`config.mk`:
```
export PLATFORM = sky130hd
export DESIGN_NAME = io_bridge
export DESIGN_NICKNAME = d
export VERILOG_FILES = /design/src/rtl/io_bridge.sv
export SDC_FILE = /design/constraint.sdc
export NUM_CORES = 1
export LEC_CHECK = 0
export ABC_AREA = 1
export CAP_MARGIN = 20
export CORE_AREA = 2 2 148 150
export CTS_CLUSTER_DIAMETER = 150
export DETAILED_ROUTE_END_ITERATION = 7
export DIE_AREA = 0 0 150 152
export PLACE_DENSITY_LB_ADDON = 0.1
export SKIP_LAST_GASP = 1
export SLEW_MARGIN = 40
export SYNTH_ARGS = -nofsm -noshare
export SYNTH_HDL_FRONTEND = slang
export SYNTH_SLANG_ARGS = --single-unit
```
`constraint.sdc`:
```
create_clock -name clk -period 3.8 [get_ports clk]
set_input_delay 0.76 -clock clk [delete_from_list [all_inputs] [get_ports clk]]
set_output_delay 0.76 -clock clk [all_outputs]
set_load 0.02 [all_outputs]
```
`src/rtl/io_bridge.sv`:
```
// rtl/io_bridge.sv - memory-mapped IO bridge: RAM/VRAM windows, keyboard FIFO, tick counter
module io_bridge #(
    parameter int                DATA_W       = 32,
    parameter int                ADDR_W       = 32,
    parameter logic [ADDR_W-1:0] RAM_BASE     = 32'h0000_0000,
    parameter int                RAM_WORDS    = 1024,
    parameter logic [ADDR_W-1:0] VRAM_BASE    = 32'h0000_1000,
    parameter int                VRAM_WORDS   = 10,
    parameter logic [ADDR_W-1:0] KB_DATA_ADDR = 32'h0000_2000,
    parameter logic [ADDR_W-1:0] KB_STAT_ADDR = 32'h0000_2004,
    parameter logic [ADDR_W-1:0] TICK_ADDR    = 32'h0000_2008,
    parameter int                FIFO_DEPTH   = 8
) (
    input  logic              clk,
    input  logic              rst,
    input  logic              req,
    input  logic              write_enable,
    input  logic [ADDR_W-1:0] address,
    input  logic [DATA_W-1:0] data_input,
    output logic [DATA_W-1:0] data_output,
    output logic              ready,
    output logic              error,
    input  logic              kb_valid,
    input  logic [7:0]        kb_data,
    output logic              ram_en,
    output logic              ram_we,
    output logic [ADDR_W-1:0] ram_address,
    output logic [DATA_W-1:0] ram_wdata,
    input  logic [DATA_W-1:0] ram_rdata,
    output logic              vram_we,
    output logic [ADDR_W-1:0] vram_address,
    output logic [DATA_W-1:0] vram_wdata,
    input  logic [DATA_W-1:0] vram_rdata
);

    localparam int PW = $clog2(FIFO_DEPTH);
    localparam logic [ADDR_W:0] RAM_SPAN  = (ADDR_W+1)'(4 * RAM_WORDS);
    localparam logic [ADDR_W:0] VRAM_SPAN = (ADDR_W+1)'(4 * VRAM_WORDS);

    typedef enum logic [1:0] {IDLE, RAM_WAIT, RESP} state_t;

    state_t            r_state;
    logic [DATA_W-1:0] r_rdata;
    logic              r_err;
    logic [DATA_W-1:0] r_dout;
    logic              r_ready;
    logic              r_error;
    logic [DATA_W-1:0] r_tick;
    logic [7:0]        r_fifo [FIFO_DEPTH];
    logic [PW-1:0]     r_wr_ptr;
    logic [PW-1:0]     r_rd_ptr;
    logic [PW:0]       r_count;
    logic              r_ovf;

    logic [ADDR_W:0]   w_ram_off;
    logic [ADDR_W:0]   w_vram_off;
    logic              w_ram_hit;
    logic              w_vram_hit;
    logic              w_kbd_hit;
    logic              w_stat_hit;
    logic              w_tick_hit;
    logic              w_unmapped;
    logic              w_acc;
    logic              w_fifo_ne;
    logic              w_full;
    logic              w_pop;
    logic              w_push;
    logic              w_stat_wr;
    logic              w_tick_wr;
    logic [DATA_W-1:0] w_rd_data;

    // Offsets carry a borrow bit, so addresses below a base fall outside the span.
    assign w_ram_off  = {1'b0, address} - {1'b0, RAM_BASE};
    assign w_vram_off = {1'b0, address} - {1'b0, VRAM_BASE};
    assign w_ram_hit  = w_ram_off < RAM_SPAN;
    assign w_vram_hit = w_vram_off < VRAM_SPAN;
    assign w_kbd_hit  = address == KB_DATA_ADDR;
    assign w_stat_hit = address == KB_STAT_ADDR;
    assign w_tick_hit = address == TICK_ADDR;
    assign w_unmapped = !(w_ram_hit || w_vram_hit || w_kbd_hit || w_stat_hit || w_tick_hit);

    assign w_acc     = !rst && (r_state == IDLE) && req;
    assign w_fifo_ne = r_count != '0;
    assign w_full    = r_count == (PW+1)'(FIFO_DEPTH);
    assign w_pop     = w_acc && !write_enable && w_kbd_hit && w_fifo_ne;
    assign w_push    = kb_valid && (!w_full || w_pop);
    assign w_stat_wr = w_acc && write_enable && w_stat_hit;
    assign w_tick_wr = w_acc && write_enable && w_tick_hit;

    assign ram_en       = w_acc && w_ram_hit;
    assign ram_we       = ram_en && write_enable;
    assign ram_address  = {2'b00, w_ram_off[ADDR_W-1:2]};
    assign ram_wdata    = data_input;
    assign vram_we      = w_acc && w_vram_hit && write_enable;
    assign vram_address = {2'b00, w_vram_off[ADDR_W-1:2]};
    assign vram_wdata   = data_input;

    assign data_output = r_dout;
    assign ready       = r_ready;
    assign error       = r_error;

    always_comb begin
        w_rd_data = '0;
        if (w_vram_hit) begin
            w_rd_data = vram_rdata;
        end else if (w_kbd_hit) begin
            if (w_fifo_ne) w_rd_data[7:0] = r_fifo[r_rd_ptr];
        end else if (w_stat_hit) begin
            w_rd_data[0]    = w_fifo_ne;
            w_rd_data[1]    = w_full;
            w_rd_data[2]    = r_ovf;
            w_rd_data[15:8] = 8'(r_count);
        end else if (w_tick_hit) begin
            w_rd_data = r_tick;
        end
    end

    // ready/error/data_output are registered out of RESP, one cycle after it.
    always_ff @(posedge clk) begin
        if (rst) begin
            r_state <= IDLE;
            r_rdata <= '0;
            r_err   <= 1'b0;
            r_dout  <= '0;
            r_ready <= 1'b0;
            r_error <= 1'b0;
        end else begin
            r_ready <= 1'b0;
            r_error <= 1'b0;
            case (r_state)
                IDLE: begin
                    if (req) begin
                        if (w_ram_hit && !write_enable) begin
                            r_state <= RAM_WAIT;
                        end else begin
                            r_rdata <= write_enable ? '0 : w_rd_data;
                            r_err   <= w_unmapped;
                            r_state <= RESP;
                        end
                    end
                end
                RAM_WAIT: begin
                    r_rdata <= ram_rdata;
                    r_err   <= 1'b0;
                    r_state <= RESP;
                end
                RESP: begin
                    r_ready <= 1'b1;
                    r_error <= r_err;
                    r_dout  <= r_rdata;
                    r_state <= IDLE;
                end
                default: r_state <= IDLE;
            endcase
        end
    end

    always_ff @(posedge clk) begin
        if (!rst && w_push) r_fifo[r_wr_ptr] <= kb_data;
    end

    always_ff @(posedge clk) begin
        if (rst) begin
            r_wr_ptr <= '0;
            r_rd_ptr <= '0;
            r_count  <= '0;
            r_ovf    <= 1'b0;
        end else begin
            if (w_push) r_wr_ptr <= r_wr_ptr + PW'(1);
            if (w_pop)  r_rd_ptr <= r_rd_ptr + PW'(1);
            if (w_push && !w_pop)      r_count <= r_count + (PW+1)'(1);
            else if (w_pop && !w_push) r_count <= r_count - (PW+1)'(1);
            // A drop in the same cycle as a clear leaves overflow set.
            if (w_stat_wr && data_input[2]) r_ovf <= 1'b0;
            if (kb_valid && w_full && !w_pop) r_ovf <= 1'b1;
        end
    end

    always_ff @(posedge clk) begin
        if (rst)            r_tick <= '0;
        else if (w_tick_wr) r_tick <= data_input;
        else                r_tick <= r_tick + DATA_W'(1);
    end

endmodule

```
* Word level (Yosys, flattened, before mapping)
Memories as Yosys holds them, arrays and structs flattened. A register that Yosys moved wholly into a read port is not among the register bits.
Index checks and enable logic that the tools add are counted.
** Word-level totals
- Register bits :: 112
- Bits in writable memories :: 64
- Input bits :: 141
- Output and inout bits :: 165
- Memories :: 1
** Operators by class
- Add/subtract/negate cells :: 6
- Order comparisons :: 2
- Eq/ne operators :: 8
- Mux-type cells :: 29
- Bitwise operators :: 1
- Reduce and logical (&&, ||, !) cells :: 38
** Memory list
- r_fifo :: depth 8, bits a word 8, read ports 1, clocked after memory_dff 1, wr ports 1, line 49 : logic [7:0] r_fifo [FIFO_DEPTH];
** Operators by type and width (number)
- $mux W32 :: 6
- $eq A32 B14 Y1 const B :: 3
- $pmux W32 S2 :: 1
- $lt A33 B6 Y1 const B :: 1
- $sub A32 B13 Y33 const B :: 1
- $add A32 B1 Y32 const B :: 1
- $lt A32 B13 Y1 const B :: 1
- $mux W24 :: 1
- $mux W8 :: 3
- $logic_and A1 B1 Y1 :: 20
- $mux W16 :: 1
- $mux W3 :: 3
- $mux W4 :: 2
- $mux W1 :: 7
- $add A3 B1 Y3 const B :: 2
- $logic_not A1 Y1 :: 6
- $reduce_bool A2 Y1 :: 3
- $logic_or A1 B1 Y1 :: 5
- $mux W5 :: 1
- $add A4 B1 Y4 const B :: 1
- $eq A4 B4 Y1 const B :: 1
- $mux W2 :: 2
- $ne A2 B2 Y1 const B :: 2
- $pmux W2 S2 :: 1
- other kinds (9) :: 9

* Logic depth before layout (Yosys ltp)
- Depth after elaboration :: 12
- Gate-level depth with buffers :: 21

* Worst setup path before layout
Ideal clock, no wire load.
- Path kind :: input -> register
- From :: in address[12]
- To :: reg r_count[3]
- Library setup time :: 0.119 ns
- Arrival time :: 3.443 ns
- Path slack :: 0.238 ns
- Stages on the path :: 19
- Path buffers :: 0
- Path through :: inv_1 > ha_1 > nand4_1 > nor2_1 > inv_1 > nor3_2 > nand2_1 > nor2_1 > inv_1 > ha_1 > inv_1 > ha_1 > and3_1 > a211oi_1 > nor2_1 > nor2_1 > nand2_1 > o21ai_0 > a21oi_1
** On the way
- Cells in the longest elaborated chain, start to end :: 8
** Ends and longest elaborated chain
- start, declared :: line 18 : input logic [ADDR_W-1:0] address,
- $eq A32 B14 Y1 (*) :: line 77 : assign w_kbd_hit = address == KB_DATA_ADDR;
- $logic_and A1 B1 Y1 (*) (2 in series) :: line 85 : assign w_pop = w_acc && !write_enable && w_kbd_hit && w_fifo_ne;
- $logic_or A1 B1 Y1 :: line 86 : assign w_push = kb_valid && (!w_full || w_pop);
- $logic_and A1 B1 Y1 :: line 86
- $logic_not A1 Y1 :: line 172 : else if (w_pop && !w_push) r_count <= r_count - (PW+1)'(1);
- $logic_and A1 B1 Y1 :: line 172
- $reduce_bool A2 Y1 (no line)
- end signal, assigned :: line 171 : if (w_push && !w_pop) r_count <= r_count + (PW+1)'(1);
- end signal, assigned :: line 172
- end, declared :: line 52 : logic [PW:0] r_count;
Mark *: on every way between the ends. The rest lies on a longest branch, timed or not.
A chain may end at the register's enable or synchronous reset.

* Final worst setup path
- From :: in address[16]
- To :: out vram_address[17]
** On the way
- Cells in the longest elaborated chain, start to end :: 1
** Ends and longest elaborated chain
- $sub A32 B13 Y33 :: line 74 : assign w_vram_off = {1'b0, address} - {1'b0, VRAM_BASE};
- end, declared :: line 31 : output logic [ADDR_W-1:0] vram_address,
No other way between the ends.

==> flow_metrics.py <==
metrics = {
    "outcome": {
        "status": "completed",
    },
    "drt": {
        "ant_nets": 0,
        "drt-pass1-iter-count": 5,
        "route.detailed.wl_per_inst_um": 16.0,
        "routed_wl_mm": 29.5,
        "avgViaCountPerCell": 5.08,
        "drc": 0,
        "routed-via-count": 9367,
        "drtIter0Drc": 642,
    },
    "worst_setup_path": {
        "critical_path_arrival_ns": 2.91,
        "crit_path_end_kind": "output pin",
        "critPathSlowestCell": "clkdlybuf4s50_1",
        "cpPeakStageDelay_ns": 0.69,
        "crit_type": "in2out",
        "worst-path-buf-inv": 4,
        "crit_fanout": 6,
        "critical_path_required_ns": 3.04,
        "worstPathCellList": "clkdlybuf4s50_1 -> buf_4 -> nor2_2 -> nand2_1 -> nor2_4 -> buf_4 -> xor2_1 -> clkdlybuf4s50_1",
        "startpoint_type": "primary input",
        "critPathTopFamily": "buffers and inverters",
    },
    "place": {
        "pre_cts_ws_ns": -0.0562,
        "dp_hpwl_mm": 22.0,
        "place_congestion": 0.893,
        "port_buffers": 301,
    },
    "clock_network": {
        "tritoncts": "done",
        "clock-sinks": 179,
        "cts_max_path_buffers": 2,
        "numCtsBuffers": 17,
        "clockRootBuffer": "clkbuf_16",
        "cts.clk_slew.worst_paths_ns": 0.08,
        "clock_latency_ns": 0.44,
        "htreeDepth": 4,
        "postCtsHoldBufs": 0,
    },
    "logic_synthesis": {
        "async_reset_ff_share_pct": 0,
        "netlist_area_sq_um": 10100,
        "synthCells": 1311,
        "synth_area_leader_cell": "dfxtp_1",
        "yosysMostFrequentCell": "nand2_1",
        "synth_edf_count": 64,
        "yosysSeqAreaShare_pct": 41.9,
        "synth_top_area_share_pct": 22.9,
        "synth.distinct_cells": 47,
        "ys_ff_latch": 179,
        "synth_ff_type": "dfxtp_1",
        "synth_area_leaders": "dfxtp_1 (23%), edfxtp_1 (19%), nand2_1 (9.4%)",
        "synth_common_cells": "nand2_1 (253), nor2_1 (169), o21ai_0 (132)",
        "avgSynthCellArea_sq_um": 7.68,
        "yosysWarnings": 0,
    },
    "timing": {
        "hold_violations": 0,
        "setup_violations": 0,
        "worst_pin_slew_ns": 0.658,
        "finClkSkew_ns": 0.0147,
        "fin_tns_setup_ns": 0,
        "fin_crit_sh_pct": 96.5,
        "fin_ws_ns": 0.132,
        "whs_ns": 0.442,
        "slew_headroom_pct": 56.1,
        "rsz0062_at_grt": "false",
        "clock.fmax_mhz": 273,
        "slew_violations": 0,
        "period_minus_slack_ns": 3.67,
    },
    "pwr": {
        "p_leak_nw": 5.45,
        "ir_drop_uv": 312,
        "power_density_nw_per_um2": 340,
    },
    "floorplan": {
        "ios": 306,
        "die_w_um": 150,
        "rows": 54,
        "initial_utilization_pct": 47.2,
        "die_y_um": 152,
        "coreArea_sq_um": 21400,
        "die-area_sq_um": 22800,
    },
    "cells_and_area": {
        "drive_gt1_share_pct": 11.1,
        "final_util_pct": 63.7,
        "area_delta_synth_final_pct": 34.9,
        "nets": 1701,
        "n_antenna_cell": 0,
        "fillCellCount": 1910,
    },
    "min_path": {
        "min_path_type": "reg2reg",
    },
    "global_routing": {
        "antenna_found_initial": 0,
        "grt_use_total_pct": 25.7,
        "grt_overflow": 0,
        "grt_pass1_wl_mm": 46.5,
        "grt_pass1_vias": 8805,
        "grt_max_degree": 63,
    },
    "flow_run": {
        "cap_violations": 0,
    },
}
## flip-flops by register name, indices dropped and copies added (netlist names), named ones only
register     count
r_tick          32
data_output     32
r_rd_ptr         3
r_count          4
ready            1
r_ovf            1
r_wr_ptr         3
r_fifo          64
r_err            1
r_state          2
r_rdata         32
error            1
## repair_timing
| item | 4_1_cts | 5_1_grt |
|---|---|---|
| endpoints found under the setup margin | 0 | 8 |
| resized for setup | 0 | 8 |
| endpoints found under the hold margin | 0 | 0 |
| buffers inserted | 0 | 2 |
## per-layer routing
layer / wire length (um) / track usage (%) / vias to the layer above
met5: 0 / 0 / -
met4: 584 / 7.19 / 0
met3: 1920 / 4.41 / 33
met2: 13400 / 39.9 / 335
met1: 13600 / 36.9 / 4309
li1: - / - / 4690
## where the power goes
part	leakage (nW)	internal, mW	switching, mW
logic	3.65	0.386	0.405
registers	1.51	2.03	0.0334
clock network	0.291	0.900	0.864
total	5.45	3.32	1.30
## cell usage in the layout, fill, tap and decap left out, types with 6 or more instances in the layout
cell / n
nand2_2: 9
o22ai_1: 16
nor2_4: 6
nand3b_1: 6
ha_1: 7
nor2_1: 165
buf_4: 72
clkbuf_16: 17
edfxtp_1: 64
nand3_1: 41
dfxtp_1: 115
a21oi_1: 45
nand4_1: 15
nor2_2: 6
inv_1: 116
nor3_1: 21
o211ai_2: 18
inv_2: 10
o21ai_1: 28
nand2_1: 252
xor2_1: 33
a211oi_1: 8
o21ai_0: 132
clkdlybuf4s50_1: 296
## logic make-up (layout without fill, tap and decap cells)
kind of cell,Yosys count,after routing,synth area share [%]
other,1,4,0.0372
buffers and inverters,284,534,15.1
AND/OR/NAND/NOR,543,543,23.6
AO/OA/AOI/OAI,257,257,14.8
XOR/XNOR,38,38,3.30
adder cells (fa/ha/maj),9,9,1.19
flip-flops,179,179,41.9
## final timing paths
kind	from	to	slack (ns)	depth (start not counted)
max	address[16]	vram_address[17]	0.13	8
min	r_rdata[23]$_SDFFE_PP0P_	data_output[23]$_SDFFE_PP0P_	0.44	2
max reg2reg	r_count[0]$_SDFFE_PP0P_	r_count[3]$_SDFFE_PP0P_	0.89	18
min reg2reg	r_rdata[23]$_SDFFE_PP0P_	data_output[23]$_SDFFE_PP0P_	0.44	2
## tightest hold or removal path: cells and delay by family, from the launching register on
kind	cells	cell delay (ns)
flops	1	0.30
buf+inv	1	0.05
compound gates	1	0.05
## stage by stage
step                      instances  total power, mW  instance area, sq um
final                          1844             4.62                 13600
after global routing           1844             4.80                 13600
after CTS                      1842             4.64                 13600
after detailed placement       1810             2.89                 13000
after global placement         1809             2.89                 13000
after floorplan                1314             2.50                 10100
## final cells by class
class	count	area, sq um	share of cell area [%]
multi-input combinational	851	4360	32.1
sequential	179	4220	31.1
timing repair buffer	374	3590	26.4
inverter	128	480	3.53
clock buffer	18	439	3.23
tap	280	350	2.58
clock inverter	14	150	1.10
Note: power is estimated with default switching activity, not from simulation.
